### src/rtl/pulse_period_meter_pkg.sv
// Shared types and defaults for the pulse period meter and the benches that drive it.
package pulse_period_meter_pkg;

    typedef enum logic [1:0] {
        StIdle     = 2'd0,
        StWaitEdge = 2'd1,
        StMeasure  = 2'd2
    } state_e;

    // 1 s at 50 MHz; matches the rate divider bench defaults.
    localparam int unsigned DefaultWidth   = 28;
    localparam int unsigned DefaultTimeout = 50_000_000;

endpackage

### src/rtl/pulse_period_meter_rise_detect.sv
// Rising-edge detector on a same-domain level; history resets high so a line
// already asserted at reset release is not reported as an edge.
module pulse_period_meter_rise_detect (
    input  logic clock,
    input  logic reset,
    input  logic in,
    output logic rise
);

    logic pulse_d;

    always_ff @(posedge clock) begin
        if (reset) begin
            pulse_d <= 1'b1;
        end else begin
            pulse_d <= in;
        end
    end

    assign rise = in & ~pulse_d;

endmodule

### src/rtl/pulse_period_meter.sv
// Measures period and high time of a pulse train, with a one-cycle valid strobe
// per completed period and a sticky timeout when rising edges stop.
module pulse_period_meter
    import pulse_period_meter_pkg::*;
#(
    parameter int unsigned WIDTH   = DefaultWidth,
    parameter int unsigned TIMEOUT = DefaultTimeout
) (
    input  logic             clock,
    input  logic             reset,
    input  logic             enable,
    input  logic             pulse_in,
    output logic [WIDTH-1:0] period,
    output logic [WIDTH-1:0] high_time,
    output logic             valid,
    output logic             timeout,
    output logic             busy
);

    localparam logic [WIDTH-1:0] TimeoutLast = WIDTH'(TIMEOUT - 1);
    localparam logic [WIDTH-1:0] One         = WIDTH'(1);

    state_e           state_q, state_d;
    logic [WIDTH-1:0] cnt_q, cnt_d;
    logic [WIDTH-1:0] hcnt_q, hcnt_d;
    logic             hi_open_q, hi_open_d;
    logic [WIDTH-1:0] period_d, high_time_d;
    logic             valid_d, timeout_d;
    logic [WIDTH-1:0] cnt_inc, hcnt_inc;
    logic             rise;

    pulse_period_meter_rise_detect u_rise_detect (
        .clock (clock),
        .reset (reset),
        .in    (pulse_in),
        .rise  (rise)
    );

    // Counters saturate rather than wrap so high_time never exceeds period.
    assign cnt_inc  = (cnt_q == '1)  ? cnt_q  : cnt_q + One;
    assign hcnt_inc = (hcnt_q == '1) ? hcnt_q : hcnt_q + One;

    always_comb begin
        state_d     = state_q;
        cnt_d       = cnt_q;
        hcnt_d      = hcnt_q;
        hi_open_d   = hi_open_q;
        period_d    = period;
        high_time_d = high_time;
        valid_d     = 1'b0;
        timeout_d   = timeout;

        if (!enable) begin
            state_d   = StIdle;
            cnt_d     = '0;
            hcnt_d    = '0;
            hi_open_d = 1'b0;
        end else begin
            unique case (state_q)
                StIdle: begin
                    state_d = StWaitEdge;
                end
                StWaitEdge: begin
                    if (rise) begin
                        state_d   = StMeasure;
                        cnt_d     = One;
                        hcnt_d    = One;
                        hi_open_d = 1'b1;
                    end else if (cnt_q == TimeoutLast) begin
                        timeout_d = 1'b1;
                        cnt_d     = '0;
                    end else begin
                        cnt_d = cnt_inc;
                    end
                end
                StMeasure: begin
                    // A rise on the timeout cycle still completes the period.
                    if (rise) begin
                        period_d    = cnt_q;
                        high_time_d = hcnt_q;
                        valid_d     = 1'b1;
                        timeout_d   = 1'b0;
                        cnt_d       = One;
                        hcnt_d      = One;
                        hi_open_d   = 1'b1;
                    end else if (cnt_q == TimeoutLast) begin
                        timeout_d = 1'b1;
                        state_d   = StWaitEdge;
                        cnt_d     = '0;
                        hcnt_d    = '0;
                        hi_open_d = 1'b0;
                    end else begin
                        cnt_d = cnt_inc;
                        if (!pulse_in) begin
                            hi_open_d = 1'b0;
                        end else if (hi_open_q) begin
                            hcnt_d = hcnt_inc;
                        end
                    end
                end
                default: begin
                    state_d = StIdle;
                end
            endcase
        end
    end

    always_ff @(posedge clock) begin
        if (reset) begin
            state_q   <= StIdle;
            cnt_q     <= '0;
            hcnt_q    <= '0;
            hi_open_q <= 1'b0;
            period    <= '0;
            high_time <= '0;
            valid     <= 1'b0;
            timeout   <= 1'b0;
        end else begin
            state_q   <= state_d;
            cnt_q     <= cnt_d;
            hcnt_q    <= hcnt_d;
            hi_open_q <= hi_open_d;
            period    <= period_d;
            high_time <= high_time_d;
            valid     <= valid_d;
            timeout   <= timeout_d;
        end
    end

    assign busy = (state_q != StIdle);

endmodule

### config.mk
export PLATFORM = sky130hd
export DESIGN_NAME = pulse_period_meter
export DESIGN_NICKNAME = d
export VERILOG_FILES = /design/src/rtl/pulse_period_meter_pkg.sv /design/src/rtl/pulse_period_meter_rise_detect.sv /design/src/rtl/pulse_period_meter.sv
export SDC_FILE = /design/constraint.sdc
export NUM_CORES = 1
export LEC_CHECK = 0
export ABC_AREA = 1
export ABC_CLOCK_PERIOD_IN_PS = 2750
export CAP_MARGIN = 20
export CORE_AREA = 2 2 168 170
export DETAILED_ROUTE_END_ITERATION = 16
export DIE_AREA = 0 0 170 172
export GPL_ROUTABILITY_DRIVEN = 0
export GPL_TIMING_DRIVEN = 0
export PLACE_DENSITY = 0.47
export SYNTH_ARGS = -nofsm -noshare
export SYNTH_HDL_FRONTEND = slang
export SYNTH_SLANG_ARGS = --single-unit
### constraint.sdc
create_clock -name clock -period 2.75 [get_ports clock]
set_input_delay 0.55 -clock clock [delete_from_list [all_inputs] [get_ports clock]]
set_output_delay 0.55 -clock clock [all_outputs]
set_load 0.02 [all_outputs]
==> results.env <==
CP.ARRIVAL_NS=2.68
GRT_PASS1_VIAS=5837
CTSHOLDBUFFERS=0
MAX_SLEW_MARGIN_PCT=54.9
TRITONCTS_BUFFERS=17
MET3_WIRELENGTH_UM=607
DIODES=0
SYN-NUM-NETS=958
ROUTE.VIAS.TOTAL=6028
CLKSINKCOUNT=118
GRT_PASS1_WL_UM=30600
LAYOUT_MIN_CYCLE_TIME_NS=2.39
PLACE_AREA_SQ_UM=7270
FINAL_ANTENNA_NET_COUNT=0
SYNTH-SEQ-AREA-SHARE_PCT=38.0
TYPE_OF_ELEMENT_LAUNCHING_THE_CRITICAL_PATH='input pin'
CLOCKROOTBUFFER='sky130_fd_sc_hd__clkbuf_16'
TIMING.FINAL.CRIT_SHARE_PCT=86.8
FIRST_ITERATION_DETAILED_ROUTING_DRC_COUNT=349
RSZ0062_AT_GRT='false'
CTS_TREE='built'
FP-ROW-COUNT=61
SYNTHESIS.YOSYS.WARNINGS=0
REPORT.FINAL.SETUP_VIOL=0
ASYNC_SR_FLOP_FRACTION_PCT=0
RUN_STATUS='complete, no violations'
INITIAL_STANDARD_CELL_UTILIZATION_OF_THE_CORE_PCT=22.6
SYNTHESIS.AREA_SQ_UM=6210
FINAL_CELL_AREA_SQ_UM=7880
DRV_SLEW=0
POST-CTS-SETUP-BUFFERS=0
LAYOUT_COMMON_CELLS='sky130_fd_sc_hd__nand2_1 (176), sky130_fd_sc_hd__inv_1 (131), sky130_fd_sc_hd__nor2_1 (126)'
CRITPATHREQUIREDTIME_NS=3.04
ANTENNA_VIOLATIONS_BEFORE_REPAIR=0
DRC=0
CLK_PIN_SLEW_WORST_PATHS_NS=0.05
DIE_AREA_SQ_UM=29200
AREA_GROWTH_PCT=26.8
YS_TYPES=37
TOP_SIGNAL_LAYER_USED='met4'
SYNTH-SEQ-CELLS=118
PLACE_HPWL_UM=13800
WORST_CLOCK_SKEW_NS=0.00906
TOTALWIRELENGTH_UM=18700
SYN-MEAN-INSTANCE-AREA_SQ_UM=6.55
GRT_START_MAX_NET_PINS=17
FINAL_CELLS=1388
POSTSYNTHCELLCOUNT=949
ROUTED_VIA_DENSITY=4.34
PORT_BUFFERS=62
LAYOUT-DRIVE-GT1-SHARE_PCT=8.45
DPL.CELL_COUNT=1357
FINAL_COMMON_CELL='sky130_fd_sc_hd__nand2_1'
MAX-CAP-VIOLATIONS=0
DIE-HEIGHT_UM=172
POWER_DENSITY_nW_PER_UM2=549
GLOBALROUTETOTALUTIL_PCT=13.3
POSTCTSRESIZEDCELLS=0
MET2WIRELENGTH_UM=7850
NUM_IO_PINS=63
FINAL-HOLD-VIOLATION-COUNT=0
LAYOUT.FILLER_CELLS=3052
WIRELENGTH_MET1_UM=9850
PLACEABLECOREAREA_SQ_UM=27500
TIMING.SETUP.CRITICAL_PATH_CLASS='input pin to register'
MAXIMUM_ACHIEVABLE_FREQUENCY_MHz=419
GLOBAL_ROUTE.OVERFLOW_TOTAL=0
WORSTSKEWPAIRLATENCY_NS=0.42
POWER.STATIC_LEAKAGE_nW=2.78
CRITPATHCAPTURETYPE='register'
WORSTMARGINPINSLEW_NS=0.677
FINALSETUPTNS_NS=0
CTS.HTREE.LEVELS=4
FIRST_PASS_ITERS=4
FIN_WORST_HOLD_SLACK_NS=0.441
SYNTH_FF_TYPE='sky130_fd_sc_hd__dfxtp_1'
MIN_PATH_TYPE='register to register'
CRITICAL_PATH_PEAK_FANOUT=10
ROUTEDWLPERCELL_UM=13.5
SETUP_WS_NS=0.364
FLOORPLAN.DIE.WIDTH_UM=170
WORST_IR_DROP_VDD_V=0.000284
FINAL_NETS=1039
CTS_BUFFER_DEPTH=2
PLACEMENT.SETUP.WORST_SLACK_NS=-0.333
SYNTH_ENABLE_FLOP_CELLS=0
-- per-layer routing --
layer | vias up | GRT usage, %
li1 | 3200 | -
met1 | 2708 | 18.6
met2 | 98 | 20.0
met3 | 22 | 2.38
met4 | 0 | 5.61
met5 | - | 0
-- sequential cells by signal (all words and copies together) (netlist names) --
register and count:
timeout 1, u_rise_detect.pulse_d 1, hi_open_q 1, valid 1, high_time 28, state_q 2
hcnt_q 28, period 28, cnt_q 28
-- worst paths after layout --
kind	start	endpoint	slack (ns)	cells past startpoint
max	pulse_in	period[8]	0.36	8
min	period[17]	period[17]	0.44	2
max reg2reg	state_q[0]	period[8]	0.56	7
min reg2reg	period[17]	period[17]	0.44	2
-- critical path, stage by stage --
cell and delay, ns:
sky130_fd_sc_hd__clkdlybuf4s50_1 0.55, sky130_fd_sc_hd__inv_2 0.10, sky130_fd_sc_hd__nor2_4 0.21, sky130_fd_sc_hd__nand3_1 0.22
sky130_fd_sc_hd__clkbuf_2 0.38, sky130_fd_sc_hd__clkbuf_1 0.34, sky130_fd_sc_hd__o21ai_0 0.26, sky130_fd_sc_hd__a21oi_1 0.06
-- metrics by stage --
stage / total power [mW] / utilization (%)
after floorplan: 1.94 / -
after global placement: 2.01 / 26.4
after detailed placement: 2.02 / 26.4
after CTS: 4.38 / 28.7
after global routing: 4.49 / 28.7
final: 4.33 / 28.7
-- final cells by class --
type | instances | area, sq um | share of cell area [%]
multi-input combinational | 647 | 3100 | 39.4
sequential | 118 | 2360 | 30.0
timing repair buffer | 62 | 621 | 7.88
inverter | 138 | 522 | 6.62
clock buffer | 21 | 460 | 5.84
tap | 346 | 433 | 5.49
buffer | 46 | 228 | 2.89
clock inverter | 10 | 153 | 1.94
-- power by group --
group	switching, mW	internal (mW)	total (mW)
Sequential	0.0217	1.73	1.75
Combinational	0.155	0.0745	0.229
Clock	0.802	1.55	2.35
-- cells in the mapped netlist (all sizes together) (2+ instances only) --
cell / count / area share, %
or2: 6 / 0.60
nand2: 183 / 12
inv: 137 / 8.3
nor3: 10 / 0.81
nand3: 70 / 5.8
nand4: 18 / 1.8
o21ai: 100 / 8.1
xor2: 8 / 1.1
buf: 22 / 2.1
ha: 5 / 1.0
nor3b: 2 / 0.24
clkbuf: 24 / 1.5
and3: 4 / 0.40
nor2: 138 / 9.5
o21bai: 3 / 0.36
dfxtp: 118 / 38
a21o: 5 / 0.60
a21oi: 90 / 7.3
-- logic make-up after synthesis --
kind of cell,synth area share [%]
buf+inv,12.0
xor+xnor,1.13
simple gates,30.9
compound gates,16.9
flops,38.0
fa+ha+maj,1.01
(Power assumes the default switching activity.)
